## src/rtl/conv_seq_pkg.sv

```systemverilog
// conv_seq_pkg: shared types and helpers for the ADC conversion sequencer.
//   conv_state_t   - sequencer FSM state encoding
//   ratio_to_n()   - decimation ratio code -> frame length N = 2^(ratio+1)
//   counter widths - sample counter (4 bits) and ADC timeout counter (8 bits)
package conv_seq_pkg;

  typedef enum logic [2:0] {
    ST_IDLE     = 3'd0,
    ST_CLEAR    = 3'd1,
    ST_START    = 3'd2,
    ST_WAIT_ADC = 3'd3,
    ST_ACCUM    = 3'd4,
    ST_FIR      = 3'd5,
    ST_ERR      = 3'd6
  } conv_state_t;

  localparam int SAMPLE_CNT_W  = 4;
  localparam int TIMEOUT_CNT_W = 8;

  // 0->2, 1->4, 2->8, 3->16; 16 needs the fifth bit.
  function automatic logic [4:0] ratio_to_n(input logic [1:0] ratio);
    return 5'd2 << ratio;
  endfunction

endpackage

```

## src/rtl/conv_sequencer_if.sv

```systemverilog
// conv_sequencer_if: control and datapath strobes around the conversion sequencer.
//   conv_en, decimation_ratio   - from the register block
//   adc_ready / adc_convert     - ADC handshake: adc_convert is held while a
//                                 conversion is requested; adc_ready is a level
//                                 that is only looked at while the sequencer
//                                 waits for the ADC, so a stale or early ready
//                                 elsewhere has no effect.
//   cic_clr, cic_en, fir_en     - one-cycle datapath strobes
//   busy, timeout_err           - status back to the register block
// Modports: master = environment (register block / ADC / datapath side),
//           slave  = the sequencer.
interface conv_sequencer_if;
  logic       conv_en;
  logic [1:0] decimation_ratio;
  logic       adc_ready;
  logic       adc_convert;
  logic       cic_clr;
  logic       cic_en;
  logic       fir_en;
  logic       busy;
  logic       timeout_err;

  modport master (
    output conv_en, decimation_ratio, adc_ready,
    input  adc_convert, cic_clr, cic_en, fir_en, busy, timeout_err
  );

  modport slave (
    input  conv_en, decimation_ratio, adc_ready,
    output adc_convert, cic_clr, cic_en, fir_en, busy, timeout_err
  );
endinterface

```

## src/rtl/conv_sequencer.sv

```systemverilog
// conv_sequencer: drives the ADC convert/ready handshake, clears the CIC at
// frame start, strobes the CIC once per accepted sample and the FIR once per
// completed frame of N samples. An ADC that does not answer within
// ADC_TIMEOUT cycles parks the FSM in ERR with a sticky timeout_err.
// Ports:
//   clk    - system clock, rising edge
//   rst    - synchronous reset, active-high
//   bus    - conv_sequencer_if.slave (register block, ADC and datapath signals)
//   state  - current FSM state, for observation
// All outputs are Moore decodes of the registered state.
module conv_sequencer
  import conv_seq_pkg::*;
#(
  parameter int ADC_TIMEOUT = 64
) (
  input  logic                clk,
  input  logic                rst,
  conv_sequencer_if.slave     bus,
  output conv_state_t         state
);

  localparam logic [TIMEOUT_CNT_W-1:0] TIMEOUT_LAST = TIMEOUT_CNT_W'(ADC_TIMEOUT - 1);

  conv_state_t               state_q, state_d;
  logic [4:0]                n_q;
  logic [SAMPLE_CNT_W-1:0]   sample_cnt;
  logic [TIMEOUT_CNT_W-1:0]  timeout_cnt;
  logic                      err_q;

  logic latch_frame;
  logic clr_timeout;
  logic inc_timeout;
  logic inc_sample;
  logic set_err;
  logic clr_err;
  logic last_sample;

  assign last_sample = ({1'b0, sample_cnt} == (n_q - 5'd1));

  // Next-state and counter control.
  always_comb begin
    state_d     = state_q;
    latch_frame = 1'b0;
    clr_timeout = 1'b0;
    inc_timeout = 1'b0;
    inc_sample  = 1'b0;
    set_err     = 1'b0;
    clr_err     = 1'b0;
    unique case (state_q)
      ST_IDLE: begin
        if (bus.conv_en) begin
          state_d = ST_CLEAR;
          clr_err = 1'b1;
        end
      end
      ST_CLEAR: begin
        latch_frame = 1'b1;
        state_d     = ST_START;
      end
      ST_START: begin
        clr_timeout = 1'b1;
        state_d     = bus.conv_en ? ST_WAIT_ADC : ST_IDLE;
      end
      ST_WAIT_ADC: begin
        // Abort beats ready, ready beats timeout.
        if (!bus.conv_en) begin
          state_d = ST_IDLE;
        end else if (bus.adc_ready) begin
          state_d = ST_ACCUM;
        end else if (timeout_cnt == TIMEOUT_LAST) begin
          state_d = ST_ERR;
          set_err = 1'b1;
        end else begin
          inc_timeout = 1'b1;
        end
      end
      ST_ACCUM: begin
        inc_sample = 1'b1;
        state_d    = last_sample ? ST_FIR : ST_START;
      end
      ST_FIR: begin
        state_d = bus.conv_en ? ST_CLEAR : ST_IDLE;
      end
      ST_ERR: begin
        if (!bus.conv_en) state_d = ST_IDLE;
      end
      default: state_d = ST_IDLE;
    endcase
  end

  always_ff @(posedge clk) begin
    if (rst) begin
      state_q     <= ST_IDLE;
      n_q         <= 5'd2;
      sample_cnt  <= '0;
      timeout_cnt <= '0;
      err_q       <= 1'b0;
    end else begin
      state_q <= state_d;

      // Frame length is frozen here so register writes mid-frame are ignored.
      if (latch_frame) begin
        n_q        <= ratio_to_n(bus.decimation_ratio);
        sample_cnt <= '0;
      end else if (inc_sample && (sample_cnt != '1)) begin
        sample_cnt <= sample_cnt + 1'b1;
      end

      if (clr_timeout) begin
        timeout_cnt <= '0;
      end else if (inc_timeout && (timeout_cnt != '1)) begin
        timeout_cnt <= timeout_cnt + 1'b1;
      end

      if (set_err) begin
        err_q <= 1'b1;
      end else if (clr_err) begin
        err_q <= 1'b0;
      end
    end
  end

  assign state           = state_q;
  assign bus.cic_clr     = (state_q == ST_CLEAR);
  assign bus.adc_convert = (state_q == ST_START) || (state_q == ST_WAIT_ADC);
  assign bus.cic_en      = (state_q == ST_ACCUM);
  assign bus.fir_en      = (state_q == ST_FIR);
  assign bus.busy        = (state_q != ST_IDLE) && (state_q != ST_ERR);
  assign bus.timeout_err = err_q;

endmodule

```

## src/flat_wrapper.sv

```systemverilog
// flat-port wrapper written by rule: the top's interface ports become plain ports
module conv_sequencer_flat import conv_seq_pkg::*;
#(
  parameter int ADC_TIMEOUT = 64
)
  (clk, rst, state, bus_conv_en, bus_decimation_ratio, bus_adc_ready, bus_adc_convert, bus_cic_clr, bus_cic_en, bus_fir_en, bus_busy, bus_timeout_err);
  conv_sequencer_if bus_i ();
  input  logic clk;
  input  logic rst;
  output conv_state_t state;
  input wire logic [$bits(bus_i.conv_en)-1:0] bus_conv_en;
  input wire logic [$bits(bus_i.decimation_ratio)-1:0] bus_decimation_ratio;
  input wire logic [$bits(bus_i.adc_ready)-1:0] bus_adc_ready;
  output wire logic [$bits(bus_i.adc_convert)-1:0] bus_adc_convert;
  output wire logic [$bits(bus_i.cic_clr)-1:0] bus_cic_clr;
  output wire logic [$bits(bus_i.cic_en)-1:0] bus_cic_en;
  output wire logic [$bits(bus_i.fir_en)-1:0] bus_fir_en;
  output wire logic [$bits(bus_i.busy)-1:0] bus_busy;
  output wire logic [$bits(bus_i.timeout_err)-1:0] bus_timeout_err;
  assign bus_i.conv_en = bus_conv_en;
  assign bus_i.decimation_ratio = bus_decimation_ratio;
  assign bus_i.adc_ready = bus_adc_ready;
  assign bus_adc_convert = bus_i.adc_convert;
  assign bus_cic_clr = bus_i.cic_clr;
  assign bus_cic_en = bus_i.cic_en;
  assign bus_fir_en = bus_i.fir_en;
  assign bus_busy = bus_i.busy;
  assign bus_timeout_err = bus_i.timeout_err;
  conv_sequencer #(.ADC_TIMEOUT(ADC_TIMEOUT)) u_core (.clk(clk), .rst(rst), .bus(bus_i), .state(state));
endmodule
```

## config.mk

```make
export PLATFORM = sky130hd
export DESIGN_NAME = conv_sequencer_flat
export DESIGN_NICKNAME = d
export VERILOG_FILES = /design/src/rtl/conv_seq_pkg.sv /design/src/rtl/conv_sequencer_if.sv /design/src/rtl/conv_sequencer.sv /design/src/flat_wrapper.sv
export SDC_FILE = /design/constraint.sdc
export NUM_CORES = 1
export LEC_CHECK = 0
export ABC_AREA = 1
export CAP_MARGIN = 40
export CORE_MARGIN = 2
export CORE_UTILIZATION = 47
export DETAILED_ROUTE_END_ITERATION = 12
export PLACE_DENSITY = 0.79
export SETUP_SLACK_MARGIN = 0.02
export SYNTH_ARGS = -nofsm -noshare
export SYNTH_HDL_FRONTEND = slang
export SYNTH_SLANG_ARGS = --single-unit
```

## constraint.sdc

```tcl
create_clock -name clk -period 1.55 [get_ports clk]
set_input_delay 0.155 -clock clk [delete_from_list [all_inputs] [get_ports clk]]
set_output_delay 0.155 -clock clk [all_outputs]
set_load 0.01 [all_outputs]
```

# Yosys cells after proc, flatten, opt, wreduce, memory -nomap -nowiden
# Cells that the tools add are included.
# W data, S select, Z words.
[totals] mem_bits_rw=0 latch_bits=0 rom_bits=0 output_inout_bits=9 register_bits=21 inputBits=6 memories=0 wordCells=57
[classes] n_lt_le_gt_ge=0 reduce_logical=10 n_eq_ne=14 muxes=24 n_div=0 n_addsub=3 mul=0 shift=1 n_bitwise=0
[ops] cell="$pmux W3 S7" count=1
[ops] cell="$mux W3" count=6
[ops] cell="$mux W1" count=16
[ops] cell="$eq A3 B3 Y1 const B" count=3
[ops] cell="$add A8 B1 Y8 const B" count=1
[ops] cell="$eq A8 B6 Y1 const B" count=1
[ops] cell="$ne A8 B8 Y1 const B" count=1
[ops] cell="$eq A3 B2 Y1 const B" count=2
[ops] cell="$eq A4 B5 Y1" count=1
[ops] cell="$shl A2 B2 Y5 const A" count=1
[ops] cell="$sub A5 B1 Y5 const B" count=1
[ops] cell="$add A4 B1 Y4 const B" count=1
[ops] cell="$ne A2 B2 Y1 const B" count=2
[ops] cell="$ne A4 B3 Y1 const B" count=1
[ops] cell="$ne A4 B4 Y1 const B" count=1
[ops] cell="$reduce_or A2 Y1" count=2
[ops] cell="$eq A3 B1 Y1 const B" count=1
[ops] cell="$logic_and A1 B1 Y1" count=3
[ops] cell="$logic_not A3 Y1" count=1
[ops] cell="$ne A3 B3 Y1 const B" count=1
[ops] cell="$reduce_and A3 Y1" count=1
[ops] cell="$reduce_bool A3 Y1" count=1
[ops] cell="$mux W2" count=1
[ops] cell="$reduce_bool A2 Y1" count=1
[ops] cell="$logic_or A1 B1 Y1" count=1

# Longest topological paths before layout
[depth] word_depth=6 ltp_mapped=12 ltp_nobuf=12

# Worst setup path after synthesis
# Ideal clock, no wire load.
[synth_timing] path_type="register to register" startpoint="reg u_core.timeout_cnt[0]" endpoint="reg u_core.timeout_cnt[0]" t_arrival_ns=1.318 stages_incl_launch_ff=11 required_ns=1.427 synth_period_minus_slack_ns=1.441 setup_slack_ns=0.109 path_buffers=0 setup_time_ns=0.123 cell_sequence="dfxtp_1 -> ha_1 -> nand2_1 -> inv_1 -> nand3_1 -> nor2_1 -> nand2_1 -> nand3_4 -> clkinv_2 -> nand2_1 -> a21oi_1"
[synth_between] elab_chain_len=6 word_cells_on_any_way=8 cone_classes="1 x add/sub; 2 x eq/ne; 4 x mux; 1 x reduce/logical"
[synth_rtl] element="start, declared" line_no="conv_sequencer.sv:27" text="logic [TIMEOUT_CNT_W-1:0] timeout_cnt;"
[synth_rtl] element="start signal, assigned" line_no="conv_sequencer.sv:112" text="timeout_cnt <= timeout_cnt + 1'b1;"
[synth_rtl] element="$eq A8 B6 Y1" line_no="conv_sequencer.sv:70" text="end else if (timeout_cnt == TIMEOUT_LAST) begin"
[synth_rtl] element="$mux W1" line_no="conv_sequencer.sv:70"
[synth_rtl] element="$mux W1" line_no="conv_sequencer.sv:68" text="end else if (bus.adc_ready) begin"
[synth_rtl] element="$mux W1" line_no="conv_sequencer.sv:66" text="if (!bus.conv_en) begin"
[synth_rtl] element="$mux W1" line_no="conv_sequencer.sv:49" text="unique case (state_q)"
[synth_rtl] element="$logic_and A1 B1 Y1" line_no="conv_sequencer.sv:111" text="end else if (inc_timeout && (timeout_cnt != '1)) begin"
# Several ways; a longest one is shown, not always the timed one.
# A chain may end at the register's enable or synchronous reset.

# Final worst setup path
[layout_timing] startpoint="reg u_core.timeout_cnt[0]" endpoint="reg u_core.state_q[0], in the netlist u_core.state[0]"
[layout_between] elab_chain_len=3
[layout_rtl] element="$eq A8 B6 Y1" line_no="conv_sequencer.sv:70"
[layout_rtl] element="$ne A4 B3 Y1 (no line)"
[layout_rtl] element="$reduce_and A3 Y1 (no line)"
[layout_rtl] element="end signal, assigned" line_no="conv_sequencer.sv:99" text="state_q <= state_d;"
[layout_rtl] element="end, declared" line_no="conv_sequencer.sv:24" text="conv_state_t state_q, state_d;"
# No other way between the ends.

==> impl_results.rst <==
.. list-table::
   :header-rows: 1

   * - Metric
     - Value
   * - Overall Global Routing Usage
     - 0.2143
   * - H-Tree Depth
     - 1
   * - Leading cell type in the layout, fill and taps excluded
     - nand2_1
   * - Startpoint kind of the worst setup timing path
     - flop
   * - Starting utilization of the core area
     - 0.4865
   * - RSZ-0062 raised after global routing
     - yes
   * - Crit path kind
     - reg -> reg
   * - Sum Neg Setup Slack
     - 0 ns
   * - Drt initial violations
     - 22
   * - Final number of hold-violating endpoints
     - 0
   * - Num ports
     - 15
   * - Startpoint of the worst register-to-register path
     - u_core.timeout_cnt[0]
   * - Final-report setup violation count
     - 0
   * - Internal power consumption
     - 0.0007649 W
   * - Root buffer cell
     - clkbuf_4
   * - Number of synthesized register bits
     - 20
   * - Clock tree buffer depth
     - 2
   * - Clock tree sinks
     - 20
   * - Leading cell types in the layout, fill and taps excluded
     - nand2_1 (46), inv_1 (21), buf_4 (16), dfxtp_1 (14), nor2_1 (11)
   * - Proportion of power drawn by flip-flops and latches
     - 0.500
   * - Prevailing post-synth register cell
     - dfxtp_1
   * - Nets
     - 214
   * - Worst relative slew slack
     - 0.7914
   * - Final worst path period share
     - 0.9496
   * - Total via count in the routed design
     - 1220
   * - Number of placed cells counting well taps
     - 227
   * - CTS tree
     - done
   * - Antenna diode count
     - 0
   * - Switching power
     - 0.0003010 W
   * - Cell depth of the worst min-delay path
     - 2
   * - Synthesized cell area
     - 1172 µm²
   * - Final weighted congestion in routability-driven placement
     - 0.8128
   * - Worst-case register-to-register setup slack
     - 0.08 ns
   * - Arrival @ worst endpoint
     - 1.71 ns
   * - Relative contribution of combinational cells to total power
     - 0.214
   * - Crit path capture
     - u_core.state[0]
   * - Number of cells produced by synthesis
     - 172
   * - First-pass GRT wire length
     - 4450 µm
   * - Via density per instance
     - 5.214
   * - IO Port Bufs
     - 14
   * - Count of warnings emitted by yosys
     - 0
   * - Critical path peak fanout
     - 3
   * - Number of filler cells placed in the layout
     - 208
   * - Initial antenna violation count
     - 0
   * - Worst reg2reg endpoint
     - u_core.state[0]
   * - Run status
     - completed
   * - Iteration count of the initial detailed-routing pass
     - 4
   * - Number of clock buffers inserted by TritonCTS
     - 3
   * - Crit-path max cell delay
     - 0.37 ns
   * - Wire length after detailed routing
     - 3062 µm
   * - Netlist cell types
     - 27
   * - Die footprint
     - 2910 µm²
   * - Average wire per standard cell
     - 13.09 µm
   * - EDFF count, synth
     - 0
   * - CP dominant cell by count
     - nand2_4
   * - Transition at the pin with the smallest max-transition slack
     - 0.3121 ns
   * - Area added between synthesis and finish
     - 35.01%
   * - Largest net degree at the start of global routing
     - 12
   * - Achievable clock frequency
     - 0.6794 GHz
   * - Launch point of the worst path
     - u_core.timeout_cnt[0]
   * - Worst IR Drop VDD
     - 413.4 µV
   * - Clock-pin slew reported for the worst setup and hold paths after clock tree synthesis
     - 0.12 ns
   * - Via count of the first global-routing pass
     - 1115
   * - Die outline width
     - 53.95 µm
   * - Total power per unit cell area
     - 673.4 nW/µm²
   * - GR Overflow Total
     - 0
   * - Synthesized net count
     - 181
   * - Residual DRC
     - 0
   * - Part of the Yosys area used for sequential elements
     - 0.3415
   * - Hold Path Class
     - reg -> reg
   * - Core Region
     - 2410 µm²
   * - R2r worst-path depth
     - 9
   * - Cell breakdown of the critical path
     - ha_4 -> nand2_4 -> inv_2 -> nand4_1 -> nand2_2 -> nand2_4 -> nor2_4 -> nand2_1 -> a21oi_1
   * - Cell with the largest stage delay on the worst path
     - dfxtp_2
   * - Antenna Violating Nets Remaining
     - 0
   * - Post-layout min period
     - 1.472 ns
   * - Switching share of power
     - 0.2824
   * - Number of max-capacitance violations reported
     - 0
   * - Async set-reset flop share out of synthesis
     - 0
   * - Clk_skew
     - 0.006996 ns
   * - Die height
     - 53.95 µm
   * - Capturing element type of the critical path
     - flop
   * - Clock latency reported for the late side of the worst-skew pair
     - 0.30 ns
   * - Static leakage
     - 0.7072 nW
   * - Avg Cell Area, Syn
     - 6.816 µm²
   * - Fraction of power consumed by the clock network
     - 0.287
   * - Final Instance Count excl. Fillers
     - 234
   * - DP HPWL
     - 2101 µm
   * - Final-report max-slew violation count
     - 0
   * - Floorplan row count
     - 18
   * - Share of cells above drive strength 1
     - 0.2696
   * - WP data required
     - 1.79 ns
==> synthesized netlist by cell type, types with 2 or more instances <==
cell type / number / share of area
nand3b_1: 2 / 0.013
nand4_1: 5 / 0.027
xor2_1: 6 / 0.045
o21ai_0: 6 / 0.026
a21oi_1: 14 / 0.060
nor2_1: 13 / 0.042
dfxtp_1: 20 / 0.34
nor2_4: 3 / 0.029
inv_1: 22 / 0.070
a211oi_1: 2 / 0.013
nand3_1: 11 / 0.047
ha_1: 3 / 0.032
nand2_1: 51 / 0.16
==> registers in the layout, summed over array words and instances, names as in the netlist <==
signal	count
u_core.timeout_cnt	8
u_core.n_q	4
u_core.sample_cnt	4
u_core.state	3
u_core.bus.timeout_err	1
==> metrics by stage <==
stage	cell area (µm²)	worst slack (ns)	hold WS (ns)	total power, W	util
after floorplan	1172	0.1087	0.2241	0.0006520	-
after global placement	1431	0.06774	0.4654	0.0007468	0.5940
after detailed placement	1431	0.02172	0.4615	0.0007542	0.5940
after CTS	1501	0.02145	0.4807	0.001048	0.6231
after global routing	1583	-0.01054	0.5005	0.001116	0.6568
final	1583	0.07814	0.4770	0.001066	0.6568
==> power groups by stage <==
stage / logic, W / registers, W / clock network, W
floorplan: 0.000103 / 0.000549 / 0
global placement: 0.000203 / 0.000544 / 0
detailed placement: 0.000209 / 0.000545 / 0
CTS: 0.000206 / 0.000531 / 0.000310
global route: 0.000249 / 0.000534 / 0.000333
finish: 0.000228 / 0.000533 / 0.000306
==> kinds of logic after synthesis <==
group	share of synthesized area
buffers and inverters	0.09177
DFF	0.3415
xor gates and xnor gates	0.04482
AOI/OAI and AO/OA	0.1121
and+or+nand+nor	0.3778
adders and majority gates	0.03202
==> what timing repair did <==
item / in CTS / in global routing
endpoints found under the setup margin: 13 / 16
buffers inserted: 2 / 1
hold buffers: 0 / 0
pin swaps: 1 / 9
gates resized for setup: 15 / 24
gates cloned: 0 / 0
==> cell type report <==
type	instances	area, µm²	share of cell area
flip-flops and latches	20	410.4	0.2593
well taps	30	37.54	0.02372
multi-input cells	126	750.7	0.4743
clock buffers	4	36.28	0.02292
inverters	24	95.09	0.06008
repair buffers	30	252.7	0.1597
==> critical path, delay by kind of cell, from the launching register on <==
kind | cells | cell delay [ns]
and+or+nand+nor | 6 | 0.70
DFF | 1 | 0.37
adders and majority gates | 1 | 0.16
AOI/OAI and AO/OA | 1 | 0.13
buffers and inverters | 1 | 0.07
==> worst min-delay path by stage <==
stage	endpoint	start	slack [ns]
after floorplan	u_core.bus.timeout_err	rst	0.22
final	u_core.bus.timeout_err	u_core.bus.timeout_err	0.48
after global placement	u_core.bus.timeout_err	u_core.bus.timeout_err	0.47
after CTS	u_core.bus.timeout_err	u_core.bus.timeout_err	0.48
after detailed placement	u_core.bus.timeout_err	u_core.bus.timeout_err	0.46
after global routing	u_core.bus.timeout_err	u_core.bus.timeout_err	0.50
==> metal layers <==
layer,global-route usage,wire length (µm),vias to the layer above
li1,-,-,615
met2,0.4045,1669,25
met5,0,0,-
met3,0.02500,79,8
met4,0.09829,70,0
met1,0.2347,1242,572
Note: power is estimated with default switching activity, not from simulation.
